### src/rtl/ppc_decode_pkg.sv
// Shared decode constants: one-hot format bit positions, vector width and
// the primary opcodes that select each instruction format.
package ppc_decode_pkg;

    localparam int FMT_WIDTH = 26;
    localparam int OPC_W     = 6;
    localparam int XO_W      = 6;

    // Bit positions inside the one-hot format vector
    localparam int I_FMT   = 0;
    localparam int B_FMT   = 1;
    localparam int SC_FMT  = 2;
    localparam int D_FMT   = 3;
    localparam int DS_FMT  = 4;
    localparam int DQ_FMT  = 5;
    localparam int DX_FMT  = 6;
    localparam int X_FMT   = 7;
    localparam int XL_FMT  = 8;
    localparam int XFX_FMT = 9;
    localparam int XFL_FMT = 10;
    localparam int XX1_FMT = 11;
    localparam int XX2_FMT = 12;
    localparam int XX3_FMT = 13;
    localparam int XX4_FMT = 14;
    localparam int XS_FMT  = 15;
    localparam int XO_FMT  = 16;
    localparam int A_FMT   = 17;
    localparam int M_FMT   = 18;
    localparam int MD_FMT  = 19;
    localparam int MDS_FMT = 20;
    localparam int VA_FMT  = 21;
    localparam int VC_FMT  = 22;
    localparam int VX_FMT  = 23;
    localparam int Z22_FMT = 24;
    localparam int Z23_FMT = 25;

    // Primary opcodes with a dedicated format
    localparam logic [OPC_W-1:0] OPC_VEC    = 6'd4;
    localparam logic [OPC_W-1:0] OPC_B      = 6'd16;
    localparam logic [OPC_W-1:0] OPC_SC     = 6'd17;
    localparam logic [OPC_W-1:0] OPC_I      = 6'd18;
    localparam logic [OPC_W-1:0] OPC_XL     = 6'd19;
    localparam logic [OPC_W-1:0] OPC_RLWIMI = 6'd20;
    localparam logic [OPC_W-1:0] OPC_RLWINM = 6'd21;
    localparam logic [OPC_W-1:0] OPC_RLWNM  = 6'd23;
    localparam logic [OPC_W-1:0] OPC_MD     = 6'd30;
    localparam logic [OPC_W-1:0] OPC_X      = 6'd31;
    localparam logic [OPC_W-1:0] OPC_DS_LD  = 6'd58;
    localparam logic [OPC_W-1:0] OPC_FP_S   = 6'd59;
    localparam logic [OPC_W-1:0] OPC_DS_ST  = 6'd62;
    localparam logic [OPC_W-1:0] OPC_FP_D   = 6'd63;

    // Extended-opcode boundaries that split vector and floating-point groups
    localparam logic [XO_W-1:0] VA_XO_LO  = 6'd32;
    localparam logic [XO_W-1:0] VA_XO_HI  = 6'd47;
    localparam logic [XO_W-2:0] A_XO_MIN  = 5'd18;

    // One-hot vector with only the given format bit set
    function automatic logic [FMT_WIDTH-1:0] fmt_onehot(input int idx);
        return FMT_WIDTH'(1) << idx;
    endfunction

endpackage

### src/rtl/format_classifier.sv
// Combinational primary-opcode classifier producing the one-hot format and
// an illegal flag for opcodes no format decoder handles.
module format_classifier
    import ppc_decode_pkg::*;
(
    input  logic [OPC_W-1:0]     opcode,
    input  logic [XO_W-1:0]      ext_op,
    output logic [FMT_WIDTH-1:0] format,
    output logic                 illegal
);

    // Map opcode (and extended field for vector/FP groups) to a format bit
    always_comb begin
        format  = {FMT_WIDTH{1'b0}};
        illegal = 1'b0;
        case (opcode) inside
            OPC_I:  format = fmt_onehot(I_FMT);
            OPC_B:  format = fmt_onehot(B_FMT);
            OPC_SC: format = fmt_onehot(SC_FMT);
            OPC_XL: format = fmt_onehot(XL_FMT);
            OPC_X:  format = fmt_onehot(X_FMT);
            OPC_MD: format = fmt_onehot(MD_FMT);
            OPC_RLWIMI, OPC_RLWINM, OPC_RLWNM:
                format = fmt_onehot(M_FMT);
            OPC_DS_LD, OPC_DS_ST:
                format = fmt_onehot(DS_FMT);
            6'd7, 6'd8, [6'd10:6'd15], [6'd24:6'd29], [6'd32:6'd47]:
                format = fmt_onehot(D_FMT);
            OPC_VEC: begin
                if (ext_op >= VA_XO_LO && ext_op <= VA_XO_HI) begin
                    format = fmt_onehot(VA_FMT);
                end else begin
                    format = fmt_onehot(VX_FMT);
                end
            end
            OPC_FP_S, OPC_FP_D: begin
                // A-form arithmetic lives in the upper half of the 5-bit XO space
                if (ext_op[XO_W-1:1] >= A_XO_MIN) begin
                    format = fmt_onehot(A_FMT);
                end else begin
                    format = fmt_onehot(X_FMT);
                end
            end
            default: begin
                format  = {FMT_WIDTH{1'b0}};
                illegal = 1'b1;
            end
        endcase
    end

endmodule

### src/rtl/format_dispatch.sv
// Dispatch stage: classifies fetched instructions, stamps a major ID and
// buffers them in a small FIFO feeding the per-format decoders.
module format_dispatch
    import ppc_decode_pkg::*;
#(
    parameter int addressWidth            = 64,
    parameter int instructionWidth        = 32,
    parameter int PidSize                 = 20,
    parameter int TidSize                 = 16,
    parameter int instructionCounterWidth = 64,
    parameter int opcodeSize              = 6,
    parameter int formatWidth             = 26,
    parameter int fifoDepth               = 4
) (
    input  logic                               clock_i,
    input  logic                               resetn_i,
    input  logic                               fetchValid_i,
    output logic                               fetchReady_o,
    input  logic [instructionWidth-1:0]        instruction_i,
    input  logic [addressWidth-1:0]            instructionAddress_i,
    input  logic [PidSize-1:0]                 instructionPid_i,
    input  logic [TidSize-1:0]                 instructionTid_i,
    input  logic                               flush_i,
    input  logic                               stall_i,
    output logic                               enable_o,
    output logic [formatWidth-1:0]             instFormat_o,
    output logic                               illegal_o,
    output logic [opcodeSize-1:0]              instructionOpcode_o,
    output logic [instructionWidth-1:0]        instruction_o,
    output logic [addressWidth-1:0]            instructionAddress_o,
    output logic [PidSize-1:0]                 instructionPid_o,
    output logic [TidSize-1:0]                 instructionTid_o,
    output logic [instructionCounterWidth-1:0] instructionMajId_o
);

    localparam int PTR_W = $clog2(fifoDepth);
    localparam int CNT_W = PTR_W + 1;
    localparam logic [CNT_W-1:0] DEPTH_C = CNT_W'(fifoDepth);

    logic [CNT_W-1:0]                   count_r;
    logic [PTR_W-1:0]                   wr_ptr_r;
    logic [PTR_W-1:0]                   rd_ptr_r;
    logic [instructionCounterWidth-1:0] maj_ctr_r;

    logic [instructionWidth-1:0]        instr_mem_r [fifoDepth];
    logic [addressWidth-1:0]            addr_mem_r  [fifoDepth];
    logic [PidSize-1:0]                 pid_mem_r   [fifoDepth];
    logic [TidSize-1:0]                 tid_mem_r   [fifoDepth];
    logic [formatWidth-1:0]             fmt_mem_r   [fifoDepth];
    logic                               ill_mem_r   [fifoDepth];
    logic [instructionCounterWidth-1:0] maj_mem_r   [fifoDepth];

    logic [FMT_WIDTH-1:0] cls_format_s;
    logic                 cls_illegal_s;
    logic                 not_empty_s;
    logic                 push_s;
    logic                 pop_s;

    // Instruction bit 0 is the MSB, so opcode = [31:26] and bits 26..31 = [5:0]
    format_classifier u_classifier (
        .opcode  (instruction_i[instructionWidth-1 -: OPC_W]),
        .ext_op  (instruction_i[XO_W-1:0]),
        .format  (cls_format_s),
        .illegal (cls_illegal_s)
    );

    // Ready depends only on registered occupancy, so a pop never frees a full slot early
    assign fetchReady_o = (count_r < DEPTH_C);
    assign not_empty_s  = (count_r != {CNT_W{1'b0}});
    assign push_s       = fetchValid_i && fetchReady_o && !flush_i;
    assign pop_s        = not_empty_s && !stall_i && !flush_i;

    // Occupancy, pointers and major-ID counter; flush clears the queue but keeps IDs monotonic
    always_ff @(posedge clock_i or negedge resetn_i) begin
        if (!resetn_i) begin
            count_r   <= {CNT_W{1'b0}};
            wr_ptr_r  <= {PTR_W{1'b0}};
            rd_ptr_r  <= {PTR_W{1'b0}};
            maj_ctr_r <= {instructionCounterWidth{1'b0}};
        end else if (flush_i) begin
            count_r  <= {CNT_W{1'b0}};
            wr_ptr_r <= {PTR_W{1'b0}};
            rd_ptr_r <= {PTR_W{1'b0}};
        end else begin
            if (push_s) begin
                wr_ptr_r  <= wr_ptr_r + PTR_W'(1);
                maj_ctr_r <= maj_ctr_r + instructionCounterWidth'(1);
            end
            if (pop_s) begin
                rd_ptr_r <= rd_ptr_r + PTR_W'(1);
            end
            case ({push_s, pop_s})
                2'b10:   count_r <= count_r + CNT_W'(1);
                2'b01:   count_r <= count_r - CNT_W'(1);
                default: count_r <= count_r;
            endcase
        end
    end

    // Entry storage; unread slots are masked at the output so no reset is needed
    always_ff @(posedge clock_i) begin
        if (push_s) begin
            instr_mem_r[wr_ptr_r] <= instruction_i;
            addr_mem_r[wr_ptr_r]  <= instructionAddress_i;
            pid_mem_r[wr_ptr_r]   <= instructionPid_i;
            tid_mem_r[wr_ptr_r]   <= instructionTid_i;
            fmt_mem_r[wr_ptr_r]   <= cls_format_s;
            ill_mem_r[wr_ptr_r]   <= cls_illegal_s;
            maj_mem_r[wr_ptr_r]   <= maj_ctr_r;
        end
    end

    // Present the head entry from registers, forced to zero while the FIFO is empty
    always_comb begin
        enable_o = not_empty_s;
        if (not_empty_s) begin
            instFormat_o         = fmt_mem_r[rd_ptr_r];
            illegal_o            = ill_mem_r[rd_ptr_r];
            instruction_o        = instr_mem_r[rd_ptr_r];
            instructionOpcode_o  = instr_mem_r[rd_ptr_r][instructionWidth-1 -: opcodeSize];
            instructionAddress_o = addr_mem_r[rd_ptr_r];
            instructionPid_o     = pid_mem_r[rd_ptr_r];
            instructionTid_o     = tid_mem_r[rd_ptr_r];
            instructionMajId_o   = maj_mem_r[rd_ptr_r];
        end else begin
            instFormat_o         = {formatWidth{1'b0}};
            illegal_o            = 1'b0;
            instruction_o        = {instructionWidth{1'b0}};
            instructionOpcode_o  = {opcodeSize{1'b0}};
            instructionAddress_o = {addressWidth{1'b0}};
            instructionPid_o     = {PidSize{1'b0}};
            instructionTid_o     = {TidSize{1'b0}};
            instructionMajId_o   = {instructionCounterWidth{1'b0}};
        end
    end

endmodule

### config.mk
export PLATFORM = sky130hd
export DESIGN_NAME = format_dispatch
export DESIGN_NICKNAME = d
export VERILOG_FILES = /design/src/rtl/ppc_decode_pkg.sv /design/src/rtl/format_classifier.sv /design/src/rtl/format_dispatch.sv
export SDC_FILE = /design/constraint.sdc
export NUM_CORES = 1
export LEC_CHECK = 0
export CAP_MARGIN = 20
export CORE_MARGIN = 4
export CORE_UTILIZATION = 51
export CTS_CLUSTER_DIAMETER = 80
export DETAILED_ROUTE_END_ITERATION = 10
export HOLD_SLACK_MARGIN = 0.15
export PLACE_DENSITY_LB_ADDON = 0.1
export SLEW_MARGIN = 10
export SYNTH_ARGS = -nofsm -noshare
export SYNTH_HDL_FRONTEND = slang
export SYNTH_SLANG_ARGS = --single-unit
### constraint.sdc
create_clock -name clock_i -period 5.85 [get_ports clock_i]
set_input_delay 0.8775 -clock clock_i [delete_from_list [all_inputs] [get_ports clock_i]]
set_output_delay 0.8775 -clock clock_i [all_outputs]
set_load 0.01 [all_outputs]
Word level (Yosys, flattened, before mapping)
Memories as Yosys holds them, arrays and structs flattened. Cells that the tools add are included.

Logic and storage cells: 104. Memories: 7. Flip-flop bits (word level): 71. Memory bits (writable): 892.

Memories: addr_mem_r (depth 4, width 64, read ports 1, clocked after Yosys merged registers in 0, wr ports 1, RTL line format_dispatch.sv:46) `logic [addressWidth-1:0] addr_mem_r [fifoDepth];`; maj_mem_r (depth 4, width 64, read ports 1, clocked after Yosys merged registers in 0, wr ports 1, RTL line format_dispatch.sv:51) `logic [instructionCounterWidth-1:0] maj_mem_r [fifoDepth];`; instr_mem_r (depth 4, width 32, read ports 1, clocked after Yosys merged registers in 0, wr ports 1, RTL line format_dispatch.sv:45) `logic [instructionWidth-1:0] instr_mem_r [fifoDepth];`; fmt_mem_r (depth 4, width 26, read ports 1, clocked after Yosys merged registers in 0, wr ports 1, RTL line format_dispatch.sv:49) `logic [formatWidth-1:0] fmt_mem_r [fifoDepth];`; pid_mem_r (depth 4, width 20, read ports 1, clocked after Yosys merged registers in 0, wr ports 1, RTL line format_dispatch.sv:47) `logic [PidSize-1:0] pid_mem_r [fifoDepth];`; tid_mem_r (depth 4, width 16, read ports 1, clocked after Yosys merged registers in 0, wr ports 1, RTL line format_dispatch.sv:48) `logic [TidSize-1:0] tid_mem_r [fifoDepth];`; 1 more memories.

Magnitude comparators: 10. Reductions and logical operators: 19. Eq/ne operators: 18. Add/sub/neg operators: 5. Bitwise logic cells: 1. Multiplexer cells: 40.

Operator list (count): $mux W26 (12); $mux W64 (2); $add A64 B1 Y64 const B (1); $eq A6 B5 Y1 const B (9); $mux W32 (1); $eq A6 B6 Y1 const B (4); $mux W24 (1); $mux W20 (1); $mux W18 (1); $mux W16 (1); $mux W1 (14); $eq A6 B3 Y1 const B (2); $ge A6 B6 Y1 const B (2); $le A6 B6 Y1 const B (2); $logic_and A1 B1 Y1 (8); $mux W2 (4); $eq A6 B4 Y1 const B (1); $ge A6 B4 Y1 const B (1); $ge A6 B5 Y1 const B (1); $le A6 B4 Y1 const B (1); $le A6 B5 Y1 const B (1); $mux W6 (1); $pmux W3 S2 (1); $reduce_bool A3 Y1 (2); other kinds (15) (19).

Depth between registers and ports, before layout
Depth in word-level cells: 13. Depth in mapped cells: 8. Gate-level depth less buffers: 7.

Cells and area by module
A second synthesis with hierarchy kept.

Cells, all modules: 1791. Area total of the unflattened synthesis: 37388.4 sq um.

By module, submodules not included: format_dispatch (area an instance 37006.7 sq um, cells each 1737, instances 1); format_classifier (area an instance 381.6 sq um, cells each 54, instances 1).

Worst setup path after synthesis
OpenSTA, ideal clock, no wires.

Kind: input port to flip-flop. Start: in flush_i. End: mem addr_mem_r[0][0] (enable). Buffers on the path: 1. Data required time: 5.255 ns. Arrival: 6.175 ns. Cell stages on the path: 3. Setup slack: -0.920 ns. Cells stage by stage: buf_4 > nor3b_4 > and2_1.

Cells in the longest elaborated chain, start to end: 4.

Ends and longest elaborated chain: from (decl) (RTL line format_dispatch.sv:23) `input logic flush_i,`; $logic_not A1 Y1 (RTL line format_dispatch.sv:70) `assign push_s = fetchValid_i && fetchReady_o && !flush_i;`; $logic_and A1 B1 Y1 (RTL line format_dispatch.sv:70); $mux W1 (RTL line format_dispatch.sv:102) `if (push_s) begin`; $mux W1 (not written as such) (RTL line format_dispatch.sv:104) `addr_mem_r[wr_ptr_r] <= instructionAddress_i;`; to (decl) (RTL line format_dispatch.sv:46).

Every way passes these cells.

Worst setup path after layout
Start: reg count_r[2]. End: out instructionMajId_o[21].

Cells in the longest elaborated chain, start to end: 2.

Ends and longest elaborated chain: from (decl) (RTL line format_dispatch.sv:40) `logic [CNT_W-1:0] count_r;`; from (signal assigned) (RTL line format_dispatch.sv:76) `count_r <= {CNT_W{1'b0}};`; from (signal assigned) (RTL line format_dispatch.sv:81) `count_r <= {CNT_W{1'b0}};`; from (signal assigned) (RTL line format_dispatch.sv:93) `2'b10: count_r <= count_r + CNT_W'(1);`; $reduce_bool A3 Y1 (RTL line format_dispatch.sv:69) `assign not_empty_s = (count_r != {CNT_W{1'b0}});`; $mux W64 (RTL line format_dispatch.sv:116) `if (not_empty_s) begin`; to (decl) (RTL line format_dispatch.sv:33) `output logic [instructionCounterWidth-1:0] instructionMajId_o`.

Every way passes these cells.

==> metrics <==
MaxCap Viol Count=0; synthesized area=0.0353 mm^2; area grow syn2layout=22.4%; first-pass GRT wire length=114,000 um; Root Buffer=clkbuf_16; top fanout value on the critical path=approximately 120; RePlAce Congestion=~0.75; worst slew pin tran=~1.1 ns; Clock Path Buffers=3; hold slack=a little under 0.4 ns; Highest Clock Rate=~230 MHz; Max VDD drop=0.000324 V; synth top area cells=edfxtp_1 (71%), mux4_2 (13%), dfrtp_1 (5.0%), and2_1 (3.8%), xor2_1 (0.94%); core footprint=around 0.069 mm^2; Worst slew margin=0.281; post-CTS setup buffer count=0; gr ovfl total=0; DR DRC count=0; synthesized area per cell=20.5 um^2; Synth cell types=45; Pre-Repair DR Iteration Count=5; row count=96; Nets=2,252; delay-heaviest family, CP=buffers and inverters; largest net degree at the start of global routing=120; WP buf/inv=3; DP Wirelength=44,000 um; width of the die=271 um; min Tclk post-route=4.37 ns; status=completed; Crit Path Class=reg -> out; CTS buffer count=93; Die Y=271 um; Async S/R FF share, synth=0.0783; crit path launch type=flip-flop; Pleak=~0.014 uW; register area share after synthesis=0.761; largest area contributor in the netlist=edfxtp_1; Starting Density=0.515; Setup crit end kind=primary output; # hold bufs at CTS=0; Yosys top cell area share=0.711; clk slew on worst S/H paths=0.06 ns; Post-synth EDFFs=836; max-slew violations=0; total power=~19,000 uW; Min-Delay Path Class=in -> async; count leader, synth=edfxtp_1; Final setup viols=0; period utilization=0.747; Critical-path top delay cell=inv_4; vias in the first global route=between 15,000 and 20,000; Final Util=0.630; initial antenna violation count=8; share of post-route cells with drive strength above 1=0.182; Critical Path AT=3.49 ns; PostCTS Resize Cnt=0; Fin. Hold Viols=0; die area=0.0735 mm^2; num ports=between 300 and 400; Synth warnings=0; RSZ-0062 raised after global routing=false; Total Wirelength=74,400 um; FF+latch count, synth=907; WL/cell=23.9 um; Layout Skew=0.0207 ns; vias per cell=5.50; CTS tree=done; Port Buffer Count=about 350; Cell Chain, Critical Path=nor3_1, inv_4, buf_12, and2_1, clkdlybuf4s50_1; GRT Overall Usage=0.203; Synth top cells by count=edfxtp_1 (836), and2_1 (215), mux4_2 (209), dfrtp_1 (71), clkbuf_1 (47); DP Area=0.0400 mm^2; post-synthesis instance total=1,726; Post-synth top flop=edfxtp_1; WP data required=~5.0 ns; DR vias=around 17,000; design area=about 0.043 mm^2; P per Cell Area=443 mW/mm^2; H-tree depth=3; Clk Latency, worst-skew pair=0.63 ns; Fin Setup TNS=0 ns; remaining antenna violation count=0; initial drt markers=roughly 1,200; clock sinks=907; CP max stage delay=0.66 ns
==> path summary, 6_finish.rpt <==
kind	slack [ns]	from	endpoint	cells past startpoint
max	1.48	count_r[2]	instructionMajId_o[21]	5
min	0.40	resetn_i	maj_ctr_r[32]	1
max reg2reg	3.11	maj_ctr_r[5]	maj_ctr_r[61]	5
min reg2reg	0.55	maj_ctr_r[63]	maj_ctr_r[63]	1
max in group asynchronous	4.71	resetn_i	rd_ptr_r[1]	1
min in group clock_i	0.55	maj_ctr_r[63]	maj_ctr_r[63]	1
==> worst reg2reg max path, cell delays in order (launching register included) <==
cell	delay, ns
dfrtp_1	0.52
nand4_2	0.32
nor4_4	0.52
nand4_1	0.68
nor4_2	0.46
xor2_1	0.17
==> power breakdown <==
group | internal [uW] | switching, uW | leakage (uW)
sequential | 7440 | 224 | 0.00828
combinational | 2900 | 2440 | 0.00398
clock | 3750 | 2400 | 0.00156
total | 14100 | 5060 | 0.0138
==> area by class of cell <==
cell class,count,area [um^2]
clock inverter,56,688
timing repair buffer,376,3920
antenna,2,5.00
inverter,15,58.8
clock buffer,116,2540
tap,931,1160
fill,4749,25400
sequential,907,26900
multi-input combinational,716,7960
==> routing by layer <==
layer  GRT usage  up-vias  wire (um)
met3      0.0368      107       3590
li1            -     7583          -
met2       0.340      442      37600
met1       0.285     9017      31700
met5           0        -         81
met4      0.0472       12       1490
==> layout by cell type (no fill, tap or decap), drive strengths merged, types with 5 or more instances in the layout <==
| cell | Yosys | layout |
|---|---|---|
| edfxtp | 836 | 836 |
| clkdlybuf4s50 | 0 | 352 |
| and2 | 215 | 215 |
| mux4 | 209 | 209 |
| clkbuf | 47 | 116 |
| dfrtp | 71 | 71 |
| nor2 | 40 | 40 |
| xor2 | 38 | 38 |
| nand2 | 37 | 37 |
| clkinv | 0 | 33 |
| xnor2 | 30 | 30 |
| nor3 | 28 | 28 |
| nand3 | 27 | 27 |
| buf | 54 | 24 |
| nand4 | 18 | 18 |
| inv | 15 | 16 |
| bufinv | 0 | 15 |
| conb | 1 | 14 |
| nor4 | 12 | 12 |
| a21oi | 7 | 7 |
| clkinvlp | 0 | 7 |
| and3 | 5 | 5 |
| ha | 5 | 5 |
==> through the flow <==
| stage | cells | worst slack (ns) |
|---|---|---|
| 2_1_floorplan | 1739 | 1.41 |
| 3_3_place_gp | 2945 | 2.07 |
| 3_5_place_dp | 2945 | 2.01 |
| 4_1_cts | 3117 | 1.45 |
| 5_1_grt | 3119 | 1.25 |
| 6_report | 3119 | 1.48 |
==> flip-flops by register name (all words and copies together) (netlist names) <==
| name | flops |
|---|---|
| addr_mem_r | 256 |
| rd_ptr_r | 2 |
| fmt_mem_r | 48 |
| wr_ptr_r | 2 |
| instr_mem_r | 128 |
| ill_mem_r | 4 |
| pid_mem_r | 80 |
| maj_ctr_r | 64 |
| maj_mem_r | 256 |
| count_r | 3 |
| tid_mem_r | 64 |
==> cell families (layout without fill, tap and decap cells) <==
logic type,count (synthesis),count (layout),share of synthesized area
and+or+nand+nor,403,403,0.0680
muxes,212,212,0.134
AOI/OAI and AO/OA,13,13,0.00213
buffers and inverters,116,563,0.0153
other,1,16,0.000106
DFF,907,907,0.761
xor gates and xnor gates,68,68,0.0169
adders and majority gates,6,6,0.00234
Note: power is estimated with default switching activity, not from simulation.
